$ cat src/rtl/nn_layer_pkg.sv
// Shared definitions for the inter-layer activation interface:
// default activation width, streamer state encoding and the IEEE-754 zero test.
package nn_layer_pkg;

  localparam int DATA_W = 32;

  typedef enum logic [0:0] {
    ST_IDLE = 1'b0,
    ST_SEND = 1'b1
  } state_t;

  // +0 and -0 both count as zero; only the sign bit may be set.
  function automatic logic is_zero_f32(input logic [31:0] word);
    return ((word & 32'h7FFF_FFFF) == 32'd0);
  endfunction

endpackage

$ cat src/rtl/next_set_bit.sv
// Priority encoder returning the lowest set mask bit at or above a start index.
// Only present in sparse builds (SKIP_ZERO_EN defined).
`ifdef SKIP_ZERO_EN
module next_set_bit #(
  parameter int N     = 30,
  parameter int IDX_W = $clog2(N)
) (
  input  logic [N-1:0]     mask,
  input  logic [IDX_W-1:0] start,
  output logic [IDX_W-1:0] pos,
  output logic             found
);

  // Scan downward so the lowest qualifying position is the one left standing.
  always_comb begin
    pos   = '0;
    found = 1'b0;
    for (int i = N - 1; i >= 0; i--) begin
      if (mask[i] && (i >= int'(start))) begin
        pos   = IDX_W'(i);
        found = 1'b1;
      end
    end
  end

endmodule
`endif

$ cat src/rtl/layer_output_streamer.sv
// Captures a full layer of activations in one handshake and streams them one word per beat.
// Macro SKIP_ZERO_EN selects sparse mode, where zero-valued nodes are skipped.
module layer_output_streamer
  import nn_layer_pkg::state_t, nn_layer_pkg::ST_IDLE, nn_layer_pkg::ST_SEND;
#(
  parameter int N_NODES = 30,
  parameter int DATA_W  = nn_layer_pkg::DATA_W,
  parameter int IDX_W   = $clog2(N_NODES),
  parameter int CNT_W   = 16
) (
  input  logic                      clk,
  input  logic                      rst,
  input  logic                      layer_valid,
  output logic                      layer_ready,
  input  logic [N_NODES*DATA_W-1:0] layer_data,
  output logic                      m_valid,
  input  logic                      m_ready,
  output logic [DATA_W-1:0]         m_data,
  output logic [IDX_W-1:0]          m_index,
  output logic                      m_last,
  output logic                      busy,
  output logic [CNT_W-1:0]          frame_count
);

  state_t            state;
  logic [DATA_W-1:0] layer_words [N_NODES];
  logic [DATA_W-1:0] frame_buf   [N_NODES];
  logic              capture;
  logic [IDX_W-1:0]  first_idx;
  logic              first_last;
  logic [IDX_W-1:0]  sel_idx;
  logic              sel_last;

  for (genvar k = 0; k < N_NODES; k++) begin : g_unpack
    assign layer_words[k] = layer_data[k*DATA_W +: DATA_W];
  end

  assign capture = layer_valid && layer_ready;

`ifdef SKIP_ZERO_EN
  logic [N_NODES-1:0] mask_d;
  logic [N_NODES-1:0] mask_q;
  logic [N_NODES-1:0] enc_mask;
  logic [IDX_W-1:0]   enc_start;
  logic [IDX_W-1:0]   enc_pos;
  logic               enc_found;
  logic               hi_empty;

  for (genvar k = 0; k < N_NODES; k++) begin : g_mask
    assign mask_d[k] = !nn_layer_pkg::is_zero_f32(32'(layer_words[k]));
  end

  // One encoder serves both the first beat (live mask) and every advance (held mask).
  assign enc_mask  = (state == ST_IDLE) ? mask_d : mask_q;
  assign enc_start = (state == ST_IDLE) ? '0 : IDX_W'(m_index + 1'b1);

  next_set_bit #(
    .N     (N_NODES),
    .IDX_W (IDX_W)
  ) u_next_set_bit (
    .mask  (enc_mask),
    .start (enc_start),
    .pos   (enc_pos),
    .found (enc_found)
  );

  assign hi_empty = (((enc_mask >> enc_pos) >> 1) == '0);

  // An all-zero frame still emits one beat on the final node so the frame is not lost.
  assign first_idx  = enc_found ? enc_pos : IDX_W'(N_NODES - 1);
  assign first_last = enc_found ? hi_empty : 1'b1;
  assign sel_idx    = enc_pos;
  assign sel_last   = hi_empty;

  always_ff @(posedge clk) begin
    if (rst) begin
      mask_q <= '0;
    end else if (capture) begin
      mask_q <= mask_d;
    end
  end
`else
  assign first_idx  = '0;
  assign first_last = 1'b0;
  assign sel_idx    = IDX_W'(m_index + 1'b1);
  assign sel_last   = (sel_idx == IDX_W'(N_NODES - 1));
`endif

  always_ff @(posedge clk) begin
    if (capture) begin
      for (int k = 0; k < N_NODES; k++) begin
        frame_buf[k] <= layer_words[k];
      end
    end
  end

  // The first beat is taken straight from layer_data so it is valid one cycle after capture.
  always_ff @(posedge clk) begin
    if (rst) begin
      state       <= ST_IDLE;
      layer_ready <= 1'b1;
      busy        <= 1'b0;
      m_valid     <= 1'b0;
      m_last      <= 1'b0;
      m_data      <= '0;
      m_index     <= '0;
      frame_count <= '0;
    end else begin
      case (state)
        ST_IDLE: begin
          if (capture) begin
            state       <= ST_SEND;
            layer_ready <= 1'b0;
            busy        <= 1'b1;
            m_valid     <= 1'b1;
            m_index     <= first_idx;
            m_data      <= layer_words[first_idx];
            m_last      <= first_last;
          end
        end
        ST_SEND: begin
          if (m_ready) begin
            if (m_last) begin
              state       <= ST_IDLE;
              layer_ready <= 1'b1;
              busy        <= 1'b0;
              m_valid     <= 1'b0;
              m_last      <= 1'b0;
              frame_count <= frame_count + 1'b1;
            end else begin
              m_index <= sel_idx;
              m_data  <= frame_buf[sel_idx];
              m_last  <= sel_last;
            end
          end
        end
        default: state <= ST_IDLE;
      endcase
    end
  end

endmodule

$ cat config.mk
export PLATFORM = sky130hd
export DESIGN_NAME = layer_output_streamer
export DESIGN_NICKNAME = d
export VERILOG_FILES = /design/src/rtl/nn_layer_pkg.sv /design/src/rtl/next_set_bit.sv /design/src/rtl/layer_output_streamer.sv
export SDC_FILE = /design/constraint.sdc
export NUM_CORES = 1
export LEC_CHECK = 0
export ABC_AREA = 1
export ABC_CLOCK_PERIOD_IN_PS = 52500
export BUFFER_PORTS_ARGS = -buffer_cell sky130_fd_sc_hd__buf_2
export CAP_MARGIN = 20
export CORE_AREA = 3 3 395 397
export CTS_CLUSTER_DIAMETER = 120
export DETAILED_ROUTE_END_ITERATION = 10
export DIE_AREA = 0 0 398 400
export PLACE_DENSITY = 0.57
export SYNTH_ARGS = -nofsm -noshare
export SYNTH_HDL_FRONTEND = slang
export SYNTH_SLANG_ARGS = --single-unit
$ cat constraint.sdc
create_clock -name clk -period 52.5 [get_ports clk]
set_input_delay 5.25 -clock clk [delete_from_list [all_inputs] [get_ports clk]]
set_output_delay 5.25 -clock clk [all_outputs]
set_load 0.02 [all_outputs]
Yosys cells after proc, flatten, opt, wreduce, memory -nomap -nowiden
Memories as Yosys holds them, arrays and structs flattened.
Cells that the tools add are included.

word-level totals
  register bits after elaboration = 57
  memory bits (writable) = 960
  input bits = 964
  output and inout bits = 57
  word-level logic and storage cells = 45
  memories kept = 1

memories
  name       depth  bits a word  read ports  clocked after Yosys merged registers in  wr ports  line                         text
  frame_buf  30     32           1           0                                        30        layer_output_streamer.sv:27  logic [DATA_W-1:0] frame_buf [N_NODES];

cells by class
  $add $sub $neg = 2
  eq/ne operators = 5
  multiplexer cells = 24
  bitwise logic cells = 1
  reductions and logical operators = 5

operator list
  kind                                            number
  two-way mux 32 bit                              3
  one-hot mux 32 bit (2 select lines)             1
  adder 16 x 1 -> 16 bit (second input constant)  1
  two-way mux 5 bit                               3
  two-way mux 1 bit                               12
  one-hot mux 5 bit (2 select lines)              1
  AND reduction 3 bit                             3
  inequality test 2 bit (second input constant)   4
  one-hot mux 1 bit (2 select lines)              4
  adder 5 x 1 -> 5 bit (second input constant)    1
  == test 5 bit (second input constant)           1
  AND reduction 2 bit                             1
  logical AND 1 bit                               1
  inverter 1 bit                                  1

Longest topological paths before layout
  word-level depth = 5
  depth in mapped cells = 19
  mapped depth without buffers = 12

Least setup slack after synthesis
Ideal clock, no wire load.

  kind = input-to-reg
  start point = input layer_valid
  end point = memory frame_buf[0][0] (enable)
  library setup time = 1.297 ns
  arrival time = 23.788 ns
  required time = 51.203 ns
  path slack = 27.415 ns
  stages = 2
  buffers on the path = 0
  path through = nand2_1 > inv_1

RTL lines
  item                line                         text
  start: declaration  layer_output_streamer.sv:13  input logic layer_valid,
  end: declaration    layer_output_streamer.sv:27

==> results_dict.tcl <==
set metrics [dict create \
    crit_top_cell "buf_4" \
    cp_slowest_cell "buf_4" \
    drt_iter0_markers 2817 \
    leakage_nw 21.1 \
    antenna_found_initial 70 \
    max_freq_mhz 110 \
    slew_headroom_pct 14.1 \
    path_buf_inv 6 \
    grt_pass1_wl_mm 213 \
    rsz0062_at_grt "no" \
    synth_edf_count 960 \
    clockBufferDepth 3 \
    rr_startpoint "layer_ready" \
    finalHoldViolations 0 \
    clk_pin_slew_ns 0.06 \
    critPathMaxStageDelay_ns 0.79 \
    cts_buffers 111 \
    crit_type "in2reg" \
    rrSetupSlack_ns 47.28 \
    row_count 143 \
    ys.flop_type "edfxtp_1" \
    setup_violations 0 \
    yosys-top-cells-area "edfxtp_1 (70%), nand2_1 (13%), nand3_1 (8.1%)" \
    vias 30800 \
    die-area_mm2 0.159 \
    min_path_type "reg2reg" \
    clock_sinks 1017 \
    netlist_area_mm2 0.0413 \
    holdPathStages 2 \
    io_buffer_count 1020 \
    yosysTopAreaCellShare_pct 69.8 \
    routed_wl_mm 158 \
    max_cap_violations 0 \
    fin_nets 5504 \
    path_max_fanout 109 \
    syn_avg_cell_area_um2 11.5 \
    layout_min_cycle_time_ns 9.13 \
    crit_chain "buf_2, nand2_1, inv_8, buf_4, buf_4, buf_4, buf_4" \
    finalClockSkew_ns 0.0417 \
    min_to "m_index[3]" \
    core_area_mm2 0.152 \
    fin_util_pct 34.2 \
    pwr_density_cell_mw_per_mm2 38.0 \
    die_h_um 400 \
    ff2ff_path_depth 6 \
    r2r-end "frame_buf[19][16]" \
    grt_max_degree 193 \
    ir_drop_v 0.0000325 \
    async_reset_ff_share_pct 0 \
    wire_per_inst_um 23.5 \
    drive_gt1_share_pct 27.1 \
    setup-tns-final_ns 0 \
    worstHoldStart "m_index[3]" \
    place_congestion 0.847 \
    syn_nets 4554 \
    firstDrtPassIters 6 \
    syn_to_final_growth_pct 26.0 \
    status "finished clean" \
    post_cts_buffers 0 \
    maxSlewViolCount 0 \
    io_pins 1021 \
    fp.dieW_um 398 \
    yosysUniqueCellTypes 35 \
    fin_crit_sh_pct 17.4 \
    viasPerCell 4.58 \
    crit_path_start_kind "primary input" \
    yosys_warnings 0 \
    antenna_left 0 \
    hpwl_mm 114 \
    gr-total-overflow 0 \
    tightest_slew_ns 1.29 \
    cts_resized 0 \
    hold_buffers 0 \
    synth.ff_latch_count 1017 \
    syn_inst 3587 \
    synth_top_cell_by_area "edfxtp_1" \
    cp-end-kind "register" \
    gr-usage-all-layers_pct 18.8 \
    cp_top_family "buffers and inverters" \
    start_util_pct 27.1 \
    first_global_vias 29600 \
    clk-insertion-delay-late_ns 0.73 \
    route.detailed.drc 0 \
    htreeDepth 3 \
    cp.required_ns 52.85 \
    cts_root_buf "clkbuf_16" \
    ys_seq_area_share_pct 72.6 \
    cts_tree "yes" \
    arrival_ns 9.48 \
]
==> state kept, by name, indices dropped and copies added (netlist names) <==
register,cells
busy,1
m_data,32
frame_count,16
layer_ready,1
m_index,5
m_last,1
state,1
frame_buf,960
==> stage by stage <==
stage	cell area (um2)	worst slack [ns]	power [mW]	hold slack, ns	std cells
3_5_place_dp	48200	42.56	1.19	0.500	6454
2_1_floorplan	41300	27.41	1.14	0.554	3587
5_1_grt	52000	43.10	2.05	0.537	6693
3_3_place_gp	48100	42.66	1.19	0.490	6453
4_1_cts	51900	43.39	2.00	0.513	6658
6_report	52000	43.37	1.98	0.513	6713
==> where the power goes <==
group	internal [mW]	switching [mW]	leakage [nW]	total, mW
clock	0.461	0.340	1.81	0.801
combinational	0.0641	0.140	9.62	0.205
sequential	0.954	0.0150	9.69	0.969
total	1.48	0.496	21.1	1.98
==> synthesized netlist by cell type, types with 4 or more instances <==
| cell type | instances |
|---|---|
| a21boi_0 | 23 |
| a21boi_1 | 19 |
| a21oi_1 | 62 |
| buf_1 | 4 |
| buf_2 | 149 |
| buf_4 | 14 |
| buf_6 | 14 |
| clkbuf_1 | 37 |
| dfxtp_1 | 57 |
| edfxtp_1 | 960 |
| inv_1 | 45 |
| inv_2 | 7 |
| nand2_1 | 1428 |
| nand3_1 | 666 |
| nor2_1 | 19 |
| nor2_2 | 5 |
| nor2_4 | 5 |
| nor3_1 | 6 |
| o211ai_1 | 7 |
| o21ai_0 | 23 |
| o21ai_1 | 14 |
==> logic make-up after synthesis <==
group	count (synthesis)	share of synthesized area (%)
simple gates	2139	21.7
flops	1017	72.6
buf+inv	272	3.31
compound gates	155	2.22
fa+ha+maj	3	0.0909
xor+xnor	1	0.0394
==> routing by layer <==
layer | up-vias | GRT usage, % | part of all wire [%]
li1 | 14400 | - | -
met1 | 14800 | 23.2 | 39
met2 | 1285 | 31.9 | 50
met3 | 263 | 4.31 | 7.4
met4 | 22 | 7.06 | 3.5
met5 | - | 0 | 0.081
==> cell usage in the layout (no fill, tap or decap), types with 2 or more instances in the layout <==
master / n
a21boi_0: 23
nor2_1: 18
clkinvlp_4: 5
edfxtp_1: 960
o21a_1: 2
a21oi_1: 62
o21ai_1: 14
diode_2: 55
a21boi_1: 19
nand3_1: 666
nand2_2: 2
inv_8: 4
buf_2: 1020
dfxtp_1: 56
inv_2: 5
inv_16: 2
nand2_4: 2
inv_6: 4
clkinv_16: 3
clkinv_1: 14
clkinv_2: 25
a211oi_1: 2
bufinv_16: 14
buf_4: 30
clkinv_4: 6
nor2_2: 4
o21ai_0: 23
nor3_1: 6
clkbuf_1: 21
o21bai_1: 2
nand4_1: 2
buf_12: 5
inv_1: 44
ha_1: 2
nor2_4: 7
nand2_1: 1427
clkbuf_16: 111
o211ai_1: 7
==> worst reg2reg max path: stages, from the launching register on <==
cell     delay (ns)
dfxtp_1        0.58
nand2_1        0.27
inv_8          0.57
buf_4          0.97
buf_4          0.82
buf_4          0.83
buf_4          0.77
==> cell type report <==
class / instances / area (um2)
clock inverter: 72 / 856
clock buffer: 132 / 2860
inverter: 54 / 226
sequential: 1017 / 30000
timing repair buffer: 1055 / 5430
multi-input combinational: 2298 / 9990
fill: 15300 / 100000
antenna: 55 / 138
tap: 2030 / 2540
==> worst max-delay path by stage <==
| stage | from | endpoint | slack (ns) | depth (start not counted) |
|---|---|---|---|---|
| after global placement | layer_valid | frame_buf[17][6] | 42.66 | 7 |
| after global routing | layer_valid | frame_buf[17][6] | 43.10 | 7 |
| final | layer_valid | frame_buf[19][16] | 43.37 | 7 |
| after detailed placement | layer_valid | frame_buf[16][16] | 42.56 | 7 |
| after CTS | layer_valid | frame_buf[20][23] | 43.39 | 7 |
| after floorplan | layer_valid | frame_buf[0][0] | 27.41 | 2 |
Note: power is estimated with default switching activity, not from simulation.
